## config.mk

```make
export PLATFORM = sky130hd
export DESIGN_NAME = amp3_i2s_tx
export DESIGN_NICKNAME = d
export VERILOG_FILES = /design/src/rtl/amp3_i2s_tx.sv
export SDC_FILE = /design/constraint.sdc
export NUM_CORES = 1
export LEC_CHECK = 0
export BUFFER_PORTS_ARGS = -buffer_cell sky130_fd_sc_hd__buf_2
export CORE_ASPECT_RATIO = 1.4
export CORE_MARGIN = 3
export CORE_UTILIZATION = 40
export CTS_BUF_LIST = sky130_fd_sc_hd__clkbuf_4 sky130_fd_sc_hd__clkbuf_8
export CTS_CLUSTER_DIAMETER = 50
export DETAILED_ROUTE_END_ITERATION = 16
export SKIP_LAST_GASP = 1
export SYNTH_ARGS = -nofsm -noshare
export SYNTH_HDL_FRONTEND = slang
export SYNTH_SLANG_ARGS = --single-unit
```

## constraint.sdc

```tcl
create_clock -name clk -period 6.21 [get_ports clk]
set_input_delay 1.242 -clock clk [delete_from_list [all_inputs] [get_ports clk]]
set_output_delay 1.242 -clock clk [all_outputs]
set_load 0.05 [all_outputs]
```

## src/rtl/amp3_i2s_tx.sv

```systemverilog
// I2S / left-justified stereo transmitter for the Pmod AMP3. BCLK and LRCLK are
// divided down from clk; samples enter through a one-frame holding register.
module amp3_i2s_tx #(
  parameter int DATASIZE = 16,
  parameter int SLOTSIZE = 32,
  parameter int CLKDIV   = 4
) (
  input  logic                       clk,
  input  logic                       rst,
  input  logic                       enable,
  input  logic                       mode_lj,
  input  logic signed [DATASIZE-1:0] data_l,
  input  logic signed [DATASIZE-1:0] data_r,
  input  logic                       sample_valid,
  output logic                       sample_ready,
  output logic                       BCLK,
  output logic                       LRCLK,
  output logic                       SDATA,
  output logic                       nSHUT,
  output logic                       right_n_left,
  output logic                       underrun
);
  localparam int DIV_W = $clog2(CLKDIV);
  localparam int K_W   = $clog2(2 * SLOTSIZE);

  logic [DIV_W-1:0] div_q, div_d;
  logic [K_W-1:0]   k_q, k_d;
  logic bclk_q, bclk_d, lrclk_q, lrclk_d, sdata_q, sdata_d, rnl_q, rnl_d;
  logic mode_q, mode_d, nshut_q, nshut_d, underrun_q, underrun_d, ready_q, ready_d;
  logic signed [DATASIZE-1:0] hold_l_q, hold_l_d, hold_r_q, hold_r_d;
  logic signed [DATASIZE-1:0] frame_l_q, frame_l_d, frame_r_q, frame_r_d;
  logic signed [DATASIZE-1:0] new_l, new_r;
  logic xfer, div_tc, fall, mode_use;

  // Left-justified bit for falling edge k of a frame carrying words wl/wr.
  function automatic logic lj_bit(input logic [K_W-1:0] k,
                                  input logic signed [DATASIZE-1:0] wl,
                                  input logic signed [DATASIZE-1:0] wr);
    logic [K_W-1:0]      b;
    logic [DATASIZE-1:0] sh;
    b  = (k >= K_W'(SLOTSIZE)) ? k - K_W'(SLOTSIZE) : k;
    sh = (k >= K_W'(SLOTSIZE)) ? wr : wl;
    sh = sh << b;
    return (b < K_W'(DATASIZE)) ? sh[DATASIZE-1] : 1'b0;
  endfunction

  always_comb begin
    div_d      = div_q;
    k_d        = k_q;
    bclk_d     = bclk_q;
    lrclk_d    = lrclk_q;
    sdata_d    = sdata_q;
    rnl_d      = rnl_q;
    mode_d     = mode_q;
    nshut_d    = enable;
    underrun_d = 1'b0;
    ready_d    = ready_q;
    hold_l_d   = hold_l_q;
    hold_r_d   = hold_r_q;
    frame_l_d  = frame_l_q;
    frame_r_d  = frame_r_q;
    new_l      = frame_l_q;
    new_r      = frame_r_q;
    mode_use   = mode_q;
    div_tc     = 1'b0;
    fall       = 1'b0;
    xfer       = sample_valid && ready_q;

    if (xfer) begin
      hold_l_d = data_l;
      hold_r_d = data_r;
      ready_d  = 1'b0;
    end

    if (!enable) begin
      div_d     = '0;
      k_d       = '0;
      bclk_d    = 1'b0;
      lrclk_d   = 1'b0;
      sdata_d   = 1'b0;
      rnl_d     = 1'b0;
      frame_l_d = '0;
      frame_r_d = '0;
    end else begin
      div_tc = (div_q == DIV_W'(CLKDIV - 1));
      div_d  = div_tc ? '0 : div_q + 1'b1;
      if (div_tc) bclk_d = ~bclk_q;
      fall = div_tc && bclk_q;

      if (fall) begin
        if (k_q == '0) begin
          mode_use = mode_lj;
          mode_d   = mode_lj;
          if (!ready_q) begin
            new_l   = hold_l_q;
            new_r   = hold_r_q;
            ready_d = 1'b1;
          end else if (xfer) begin
            // Bypass: the arriving sample goes straight into the frame.
            new_l   = data_l;
            new_r   = data_r;
            ready_d = 1'b1;
          end else begin
            new_l      = '0;
            new_r      = '0;
            underrun_d = 1'b1;
          end
          frame_l_d = new_l;
          frame_r_d = new_r;
        end

        k_d     = (k_q == K_W'(2 * SLOTSIZE - 1)) ? '0 : k_q + 1'b1;
        lrclk_d = (k_q >= K_W'(SLOTSIZE));
        if (mode_use) begin
          sdata_d = lj_bit(k_q, new_l, new_r);
          rnl_d   = lrclk_d;
        end else begin
          // I2S lags by one edge; edge 0 still carries the old frame's last bit.
          sdata_d = (k_q == '0) ? lj_bit(K_W'(2 * SLOTSIZE - 1), frame_l_q, frame_r_q)
                                : lj_bit(k_q - 1'b1, new_l, new_r);
          rnl_d   = lrclk_q;
        end
      end
    end
  end

  always_ff @(posedge clk or posedge rst) begin
    if (rst) begin
      div_q      <= '0;
      k_q        <= '0;
      bclk_q     <= 1'b0;
      lrclk_q    <= 1'b0;
      sdata_q    <= 1'b0;
      rnl_q      <= 1'b0;
      mode_q     <= 1'b0;
      nshut_q    <= 1'b0;
      underrun_q <= 1'b0;
      ready_q    <= 1'b1;
      frame_l_q  <= '0;
      frame_r_q  <= '0;
    end else begin
      div_q      <= div_d;
      k_q        <= k_d;
      bclk_q     <= bclk_d;
      lrclk_q    <= lrclk_d;
      sdata_q    <= sdata_d;
      rnl_q      <= rnl_d;
      mode_q     <= mode_d;
      nshut_q    <= nshut_d;
      underrun_q <= underrun_d;
      ready_q    <= ready_d;
      frame_l_q  <= frame_l_d;
      frame_r_q  <= frame_r_d;
    end
  end

  // Holding data is only meaningful while ready_q is low.
  always_ff @(posedge clk) begin
    hold_l_q <= hold_l_d;
    hold_r_q <= hold_r_d;
  end

  assign sample_ready = ready_q;
  assign BCLK         = bclk_q;
  assign LRCLK        = lrclk_q;
  assign SDATA        = sdata_q;
  assign nSHUT        = nshut_q;
  assign right_n_left = rnl_q;
  assign underrun     = underrun_q;

endmodule

```

==> results of run 1 <==
## how the worst max path moves through the flow
stage | slack, ns | start | endpoint | cells past startpoint
2_1_floorplan | 2.24 | sample_valid | SDATA$_DFFE_PP0P_ | 8
3_3_place_gp | 2.30 | sample_valid | SDATA$_DFFE_PP0P_ | 9
3_5_place_dp | 2.20 | sample_valid | SDATA$_DFFE_PP0P_ | 9
4_1_cts | 2.42 | k_q[0]$_DFFE_PP0P_ | SDATA$_DFFE_PP0P_ | 11
5_1_grt | 2.07 | k_q[0]$_DFFE_PP0P_ | SDATA$_DFFE_PP0P_ | 11
6_report | 2.37 | k_q[0]$_DFFE_PP0P_ | SDATA$_DFFE_PP0P_ | 11
## state kept, by name (all words and copies together) (netlist names)
signal	flops
BCLK	1
LRCLK	1
SDATA	1
div_q	2
frame_l_q	16
frame_r_q	16
hold_l_q	16
hold_r_q	16
k_q	6
mode_q	1
nSHUT	1
right_n_left	1
sample_ready	1
underrun	1
## power by group
part / switching, W / internal (W)
logic: 0.0000344 / 0.0000198
clock network: 0.000198 / 0.000195
registers: 0.00000414 / 0.000555
total: 0.000236 / 0.000770
## cell type report
| cell class | instances | area share (%) |
|---|---|---|
| multi-input combinational | 355 | 45.0 |
| sequential | 80 | 41.5 |
| clock inverter | 5 | 1.13 |
| timing repair buffer | 50 | 5.14 |
| inverter | 16 | 1.15 |
| tap | 144 | 3.46 |
| clock buffer | 11 | 2.66 |
## cell families (layout without fill, tap and decap cells)
family / count (synthesis) / after routing / share of synthesized area (%)
AND/OR/NAND/NOR: 190 / 190 / 20.4
AO/OA/AOI/OAI: 130 / 130 / 19.4
flip-flops: 80 / 80 / 45.5
buffers and inverters: 59 / 82 / 5.29
multiplexers: 25 / 25 / 7.21
XOR/XNOR: 6 / 6 / 1.10
adder cells (fa/ha/maj): 4 / 4 / 1.05
## layout by cell type (no fill, tap or decap), drive strengths merged, types with 7 or more instances in the layout
master	instances
inv	15
nand3	32
edfxtp	32
clkbuf	11
nor2	23
nand2	60
o21ai	28
dfrtp	47
and2	10
buf	50
o211a	22
a21oi	27
mux4	7
and3	20
mux2i	14
nor3	14
a21boi	7
## per-stage QoR
| step | worst slack [ns] | total power, W | std cells | utilization (%) | cell area (um^2) |
|---|---|---|---|---|---|
| floorplan | 2.24 | 0.000601 | 494 | - | 4760 |
| global placement | 2.30 | 0.000625 | 645 | 43.8 | 5010 |
| detailed placement | 2.20 | 0.000625 | 645 | 43.8 | 5010 |
| CTS | 2.42 | 0.00102 | 661 | 45.5 | 5210 |
| global route | 2.07 | 0.00105 | 661 | 45.5 | 5210 |
| finish | 2.37 | 0.00101 | 661 | 45.5 | 5210 |
## critical path, delay by kind of cell, from the launching register on
kind                     cells  cell delay, ns
AO/OA/AOI/OAI                3            0.62
adder cells (fa/ha/maj)      1            0.29
buffers and inverters        2            0.60
flip-flops                   1            0.62
multiplexers                 3            0.75
AND/OR/NAND/NOR              2            0.85
## per-layer routing
metal	global-route usage (%)	up-vias
met5	0	-
met4	7.44	0
li1	-	1870
met1	25.6	1909
met3	3.36	22
met2	34.9	119
==> impl_metrics.py, run 1 <==
metrics = {
    "outcome": {
        "run_status": "finished, final reports clean",
    },
    "layout": {
        "antennaDiodeCount": 0,
        "syn2layout_area_growth_pct": 9.60,
        "finalNetCount": 553,
        "post_route_cells_drive_above_1_share_pct": 17.0,
        "multi_input_area_um2": 2340,
        "seqCellArea_um2": 2160,
        "nFillCells": 1126,
    },
    "setup_path": {
        "critical_path.most_common_cell": "mux2i_1",
        "worst-r2r-cell-count": 11,
        "cp_slowest_stage_delay_ns": 0.72,
        "critical_path.endpoint_type": "flip-flop",
        "timing.critical_path.cells": "clkinv_1, ha_1, nand2b_1, nor2_1, buf_4, mux2i_1, mux2i_1, o211ai_1, mux4_2, a2111o_1, o311ai_1",
        "critical_path_class": "flip-flop to flip-flop",
        "worst_ep_required_time_ns": 6.47,
        "critical_path_peak_fanout": 18,
        "reg2reg_setup_slack_ns": 2.37,
        "timing.critical_path.arrival_ns": 4.10,
        "worstSetupStartpointType": "flip-flop",
        "r2r_end": "SDATA$_DFFE_PP0P_",
        "critical_path.reg2reg.startpoint": "k_q[0]$_DFFE_PP0P_",
        "worst_path_max_delay_cell": "nor2_1",
    },
    "cts": {
        "maximum_buffer_depth_of_the_clock_tree": 2,
        "tritoncts": "built",
        "cts_root_buffer": "clkbuf_8",
        "post-cts-setup-buffers": 0,
        "clk_pin_slew_worst_paths_ns": 0.08,
        "clk-insertion-delay-late_ns": 0.36,
        "tritoncts.num_buffers": 9,
        "ctsHoldBuffers": 0,
        "cts_max_level": 3,
        "post_cts_resized": 0,
        "numClockSinks": 80,
    },
    "synth": {
        "mappedNetlistNets": 535,
        "yosys_top_cell_by_area": "dfrtp_1",
        "share_of_async_settable_or_async_resettable_flops_after_synthesis_pct": 60.0,
        "netlist.area_leader.share_pct": 24.7,
        "synth_seq_cells": 80,
        "yosys.cell_count.top_type": "nand2_1",
        "synth_area_leaders": "dfrtp_1, edfxtp_1, nand2_1",
        "gate_count_post_synth": 494,
        "post_synth_edffs": 32,
        "netlist_area_um2": 4760,
        "syn-mean-instance-area_um2": 9.63,
        "postSynth.topFlopCell": "dfrtp_1",
        "synth.distinct_cells": 62,
        "ys.warnings.count": 0,
        "synth-seq-area-share_pct": 45.5,
        "synth.cells.most_frequent": "nand2_1, dfrtp_1, edfxtp_1, nand3_1, clkbuf_1",
    },
    "min_path": {
        "hold_end": "div_q[0]$_DFF_PP0_",
        "min_path_cells": 1,
        "worst_hold_startpoint": "div_q[0]$_DFF_PP0_",
        "hp-class": "flip-flop to flip-flop",
    },
    "detailed_routing": {
        "finalWirelength_um": 12600,
        "highest-signal-layer": "met4",
        "route.layer.met1.wl_um": 5380,
        "met3_length_um": 477,
        "drt-pass1-iter-count": 6,
        "drc": 0,
        "avgRoutedWirePerCell_um": 19.1,
        "met2WireLength_um": 6450,
        "drt.antenna.violating_nets": 0,
        "drt-initial-drc-count": 255,
        "route.detailed.vias_per_inst": 5.93,
        "route.vias.total": 3920,
    },
    "die": {
        "floorplan.die_area_um2": 13300,
        "fp-row-count": 46,
        "core_area_um2": 11500,
        "die_boundary_width_um": 98.2,
        "dieHeight_um": 135,
        "start_util_pct": 41.5,
        "i_o_pin_total": 44,
    },
    "placed_design": {
        "numPortBuffers": 43,
        "globalplace.congestion": 0.893,
        "place_hpwl_um": 9140,
    },
    "timing": {
        "timing_worst_slew_pin_value_ns": 1.06,
        "worst_hold_slack_ns": 0.440,
        "unrepaired_setup_endpoints_after_global_routing": "false",
        "post-route-min-period_ns": 3.84,
        "setup_violations": 0,
        "final-hold-violation-count": 0,
        "clock_skew_ns": 0.0103,
        "relSlewSlack_pct": 29.5,
        "tns_ns": 0,
        "final_max_slew_viol_count": 0,
        "clock.fmax_mhz": 261,
        "finalCritPeriodShare_pct": 61.8,
    },
    "global_route": {
        "first_global_vias": 3906,
        "grt_total_usage_pct": 20.2,
        "grt_first_pass_wirelength_um": 21300,
        "antenna_found_initial": 0,
        "grt_overflow": 0,
        "maximum_number_of_pins_on_one_net_before_global_route_repair": 50,
    },
    "pwr": {
        "irDropWorstVdd_mv": 0.213,
        "power_leakage_nw": 2.33,
        "power-per-cell-area_nw_per_um2": 193,
    },
    "job": {
        "max_cap_viol_count": 0,
    },
}
No activity file was read; power rests on OpenSTA's default activity.
==> inputs of run 2 (changes only) <==
==> constraint.sdc (replaced) <==
create_clock -name clk -period 3.2 [get_ports clk]
set_input_delay 0.64 -clock clk [delete_from_list [all_inputs] [get_ports clk]]
set_output_delay 0.64 -clock clk [all_outputs]
set_load 0.05 [all_outputs]
==> impl_metrics.py, run 2 (synthesis gave the netlist of run 1 again) <==
metrics = {
    "die": {
        "i_o_pin_total": 44,
        "fp-row-count": 46,
        "core_area_um2": 11500,
        "dieHeight_um": 135,
        "floorplan.die_area_um2": 13300,
        "die_boundary_width_um": 98.2,
        "start_util_pct": 41.5,
    },
    "timing": {
        "timing.final.ws_setup_ns": 0.172,
        "final-hold-violation-count": 0,
        "finalCritPeriodShare_pct": 94.6,
        "post-route-min-period_ns": 3.03,
        "tns_ns": 0,
        "timing_worst_slew_pin_value_ns": 1.06,
        "clock.fmax_mhz": 330,
        "relSlewSlack_pct": 29.1,
        "setup_violations": 0,
        "unrepaired_setup_endpoints_after_global_routing": "false",
        "clock_skew_ns": 0.0156,
        "final_max_slew_viol_count": 0,
    },
    "setup_path": {
        "critical_path_class": "flip-flop to flip-flop",
        "worst_ep_required_time_ns": 3.42,
        "critical_path.endpoint_type": "flip-flop",
        "critical_path_peak_fanout": 10,
        "timing.critical_path.arrival_ns": 3.25,
        "worstSetupStartpointType": "flip-flop",
        "worst-r2r-cell-count": 8,
    },
    "pwr": {
        "totalPowerFinal_w": 0.00197,
        "power_leakage_nw": 2.48,
        "irDropWorstVdd_mv": 0.219,
        "power-per-cell-area_nw_per_um2": 362,
    },
    "detailed_routing": {
        "drt.antenna.violating_nets": 0,
        "drc": 0,
        "drt-initial-drc-count": 260,
        "route.vias.total": 4029,
        "route.detailed.vias_per_inst": 5.85,
        "avgRoutedWirePerCell_um": 20.1,
        "finalWirelength_um": 13800,
        "drt-pass1-iter-count": 4,
    },
    "job": {
        "max_cap_viol_count": 0,
    },
    "placed_design": {
        "minimum_setup_slack_after_placement_ns": 0.173,
        "numPortBuffers": 43,
        "place_hpwl_um": 10500,
        "globalplace.congestion": 0.967,
    },
    "global_route": {
        "first_global_vias": 4013,
        "grt_first_pass_wirelength_um": 22300,
        "maximum_number_of_pins_on_one_net_before_global_route_repair": 50,
        "grt_overflow": 0,
        "grt_total_usage_pct": 21.7,
        "antenna_found_initial": 0,
    },
    "layout": {
        "finalNetCount": 581,
        "syn2layout_area_growth_pct": 14.4,
        "antennaDiodeCount": 0,
        "post_route_cells_drive_above_1_share_pct": 21.3,
        "most-common-layout-cells": "nand2_1, dfrtp_1, buf_2",
        "layout_commonest_cell": "nand2_1",
    },
    "cts": {
        "cts_max_level": 3,
        "maximum_buffer_depth_of_the_clock_tree": 2,
        "post_cts_resized": 0,
        "clk_pin_slew_worst_paths_ns": 0.09,
        "tritoncts.num_buffers": 9,
        "clk-insertion-delay-late_ns": 0.36,
        "cts_root_buffer": "clkbuf_8",
        "post-cts-setup-buffers": 0,
        "ctsHoldBuffers": 0,
        "numClockSinks": 80,
        "tritoncts": "built",
    },
    "min_path": {
        "min_path_cells": 1,
        "hp-class": "flip-flop to flip-flop",
    },
    "outcome": {
        "run_status": "finished, final reports clean",
    },
}
[run 2: worst paths after layout]
kind                                              to  slack (ns)          startpoint
min reg2reg                       div_q[0]$_DFF_PP0_        0.45  div_q[0]$_DFF_PP0_
min in group asynchronous  frame_r_q[12]$_DFFE_PP0P_        0.53                 rst
max in group asynchronous         k_q[4]$_DFFE_PP0P_        1.99                 rst
max reg2reg                        SDATA$_DFFE_PP0P_        0.17  k_q[2]$_DFFE_PP0P_
max                                SDATA$_DFFE_PP0P_        0.17  k_q[2]$_DFFE_PP0P_
min                               div_q[0]$_DFF_PP0_        0.45  div_q[0]$_DFF_PP0_
[run 2: through the flow]
| stage | hold WS [ns] | instance area (um^2) | cells | utilization, % |
|---|---|---|---|---|
| floorplan | 0.414 | 4760 | 494 | - |
| global placement | 0.423 | 5240 | 673 | 45.7 |
| detailed placement | 0.445 | 5240 | 673 | 45.7 |
| CTS | 0.443 | 5440 | 689 | 47.5 |
| global route | 0.442 | 5440 | 689 | 47.5 |
| finish | 0.448 | 5440 | 689 | 47.5 |
[run 2: power by group]
group / internal, W / switching, W / leakage (nW) / total [W]
Sequential: 0.00108 / 0.00000746 / 0.949 / 0.00108
Combinational: 0.0000420 / 0.0000694 / 1.43 / 0.000111
Clock: 0.000392 / 0.000382 / 0.101 / 0.000774
[run 2: cell type report]
type,instances,area [um^2]
fill,1139,6010
multi-input combinational,355,2340
sequential,80,2160
timing repair buffer,78,490
tap,144,180
clock buffer,12,146
inverter,16,60.1
clock inverter,4,55.1
[run 2: per-layer routing]
| metal | track usage, % | share of wire (%) | vias up |
|---|---|---|---|
| met5 | 0 | 0 | - |
| met4 | 8.58 | 3.3 | 0 |
| met3 | 3.05 | 4.1 | 23 |
| met2 | 36.3 | 50 | 99 |
| met1 | 28.5 | 43 | 1981 |
| li1 | - | - | 1926 |
[run 2: critical path: stages (launching register included)]
cell	delay, ns
dfrtp_1	0.38
or3_1	0.45
or3_4	0.40
nand2_2	0.25
mux4_2	0.55
a22o_1	0.21
nor4_1	0.37
a2111o_1	0.19
o311ai_1	0.09
==> inputs of run 3 (changes only) <==
--- a/config.mk
+++ b/config.mk
@@ -12,6 +12,8 @@
 export CTS_BUF_LIST = sky130_fd_sc_hd__clkbuf_4 sky130_fd_sc_hd__clkbuf_8
 export CTS_CLUSTER_DIAMETER = 50
 export DETAILED_ROUTE_END_ITERATION = 16
+export HOLD_SLACK_MARGIN = 0.03
+export REMOVE_ABC_BUFFERS = 1
 export SKIP_LAST_GASP = 1
 export SYNTH_ARGS = -nofsm -noshare
 export SYNTH_HDL_FRONTEND = slang
==> impl_metrics.py, run 3 (synthesis gave the netlist of run 1 again) <==
metrics = {
    "setup_path": {
        "critical_path.most_common_cell": "a2111o_1",
        "critical_path.endpoint_type": "flip-flop",
        "r2r_end": "SDATA$_DFFE_PP0P_",
        "worstSetupStartpointType": "flip-flop",
        "critical_path_peak_fanout": 11,
        "worst-r2r-cell-count": 8,
        "timing.critical_path.cells": "or3_1, or3_4, nand2_2, mux2_2, a2111o_1, and4_1, a2111o_1, o311ai_1",
        "critical_path.reg2reg.startpoint": "k_q[2]$_DFFE_PP0P_",
        "worst_path_max_delay_cell": "or3_4",
        "timing.critical_path.arrival_ns": 3.27,
        "reg2reg_setup_slack_ns": 0.18,
        "worst_ep_required_time_ns": 3.46,
        "critical_path_class": "flip-flop to flip-flop",
        "cp_slowest_stage_delay_ns": 0.48,
    },
    "timing": {
        "post-route-min-period_ns": 3.02,
        "final-hold-violation-count": 0,
        "unrepaired_setup_endpoints_after_global_routing": "false",
        "clock_skew_ns": 0.00928,
        "setup_violations": 0,
        "finalCritPeriodShare_pct": 94.2,
        "relSlewSlack_pct": 28.5,
        "clock.fmax_mhz": 332,
        "tns_ns": 0,
        "final_max_slew_viol_count": 0,
        "timing_worst_slew_pin_value_ns": 1.07,
    },
    "detailed_routing": {
        "route.layer.met1.wl_um": 6060,
        "drt.antenna.violating_nets": 0,
        "avgRoutedWirePerCell_um": 20.0,
        "route.detailed.vias_per_inst": 5.92,
        "drc": 0,
        "highest-signal-layer": "met4",
        "drt-initial-drc-count": 426,
        "met2WireLength_um": 6780,
        "route.vias.total": 4080,
        "met3_length_um": 555,
        "drt-pass1-iter-count": 4,
        "finalWirelength_um": 13800,
    },
    "min_path": {
        "min_path_cells": 1,
        "hold_end": "div_q[0]$_DFF_PP0_",
        "worst_hold_startpoint": "div_q[0]$_DFF_PP0_",
        "hp-class": "flip-flop to flip-flop",
    },
    "global_route": {
        "antenna_found_initial": 0,
        "grt_first_pass_wirelength_um": 22500,
        "maximum_number_of_pins_on_one_net_before_global_route_repair": 50,
        "grt_total_usage_pct": 21.6,
        "grt_overflow": 0,
        "first_global_vias": 4089,
    },
    "pwr": {
        "totalPowerFinal_w": 0.00205,
        "power-per-cell-area_nw_per_um2": 371,
        "power_leakage_nw": 2.51,
        "irDropWorstVdd_mv": 0.204,
    },
    "layout": {
        "most-common-layout-cells": "nand2_1, dfrtp_1, buf_2",
        "post_route_cells_drive_above_1_share_pct": 21.5,
        "final_area_um2": 5530,
        "multi_input_area_um2": 2350,
        "seqCellArea_um2": 2160,
        "antennaDiodeCount": 0,
        "cell_count_final_fillers_out": 689,
        "nFillCells": 1094,
        "final_util_pct": 48.3,
        "syn2layout_area_growth_pct": 16.2,
        "finalNetCount": 581,
        "layout_commonest_cell": "nand2_1",
    },
    "placed_design": {
        "dpl-instance-area_um2": 5300,
        "globalplace.congestion": 0.897,
        "place_hpwl_um": 9920,
        "numPortBuffers": 43,
        "place.detailed.instances": 673,
    },
    "cts": {
        "tritoncts.num_buffers": 9,
        "tritoncts": "built",
        "clk-insertion-delay-late_ns": 0.36,
        "ctsHoldBuffers": 0,
        "maximum_buffer_depth_of_the_clock_tree": 2,
        "post-cts-setup-buffers": 0,
        "cts_root_buffer": "clkbuf_8",
        "cts_max_level": 3,
        "post_cts_resized": 0,
        "numClockSinks": 80,
        "clk_pin_slew_worst_paths_ns": 0.08,
    },
    "die": {
        "floorplan.die_area_um2": 13300,
        "start_util_pct": 41.5,
        "core_area_um2": 11500,
        "die_boundary_width_um": 98.2,
        "fp-row-count": 46,
        "i_o_pin_total": 44,
        "dieHeight_um": 135,
    },
    "outcome": {
        "run_status": "finished, final reports clean",
    },
    "job": {
        "max_cap_viol_count": 0,
    },
}
-- run 3: how the worst max path moves through the flow --
stage,from,endpoint,cells after the start
3_3_place_gp,k_q[2]$_DFFE_PP0P_,SDATA$_DFFE_PP0P_,8
5_1_grt,k_q[1]$_DFFE_PP0P_,SDATA$_DFFE_PP0P_,12
2_1_floorplan,k_q[0]$_DFFE_PP0P_,frame_l_q[1]$_DFFE_PP0P_,7
4_1_cts,k_q[0]$_DFFE_PP0P_,SDATA$_DFFE_PP0P_,11
3_5_place_dp,k_q[0]$_DFFE_PP0P_,SDATA$_DFFE_PP0P_,11
6_report,k_q[2]$_DFFE_PP0P_,SDATA$_DFFE_PP0P_,8
-- run 3: through the flow --
step	worst slack, ns	hold slack, ns
after floorplan	-0.652	0.414
final	0.185	0.441
after global placement	0.286	0.424
after detailed placement	0.214	0.434
after global routing	0.0696	0.449
after CTS	0.187	0.446
-- run 3: cell type report --
cell class	instances	share of cell area, %
Sequential cell	80	39.1
Clock buffer	13	2.90
Multi-Input combinational cell	355	42.4
Inverter	16	1.09
Timing Repair Buffer	78	10.0
Tap cell	144	3.26
Clock inverter	3	1.18
-- run 3: metal layers --
layer	GRT usage [%]	vias to the layer above
li1	-	1922
met1	28.9	2012
met2	35.3	123
met3	3.00	23
met4	9.04	0
met5	0	-
-- run 3: critical path: cells and delay by family, from the launching register on --
kind | cells | cell delay [ns]
AO/OA/AOI/OAI | 3 | 0.81
flip-flops | 1 | 0.38
multiplexers | 1 | 0.36
AND/OR/NAND/NOR | 4 | 1.36
-- run 3: power breakdown --
part	switching [W]	internal [W]
clock	0.000363	0.000486
combinational	0.0000712	0.0000446
sequential	0.00000776	0.00108
total	0.000442	0.00161
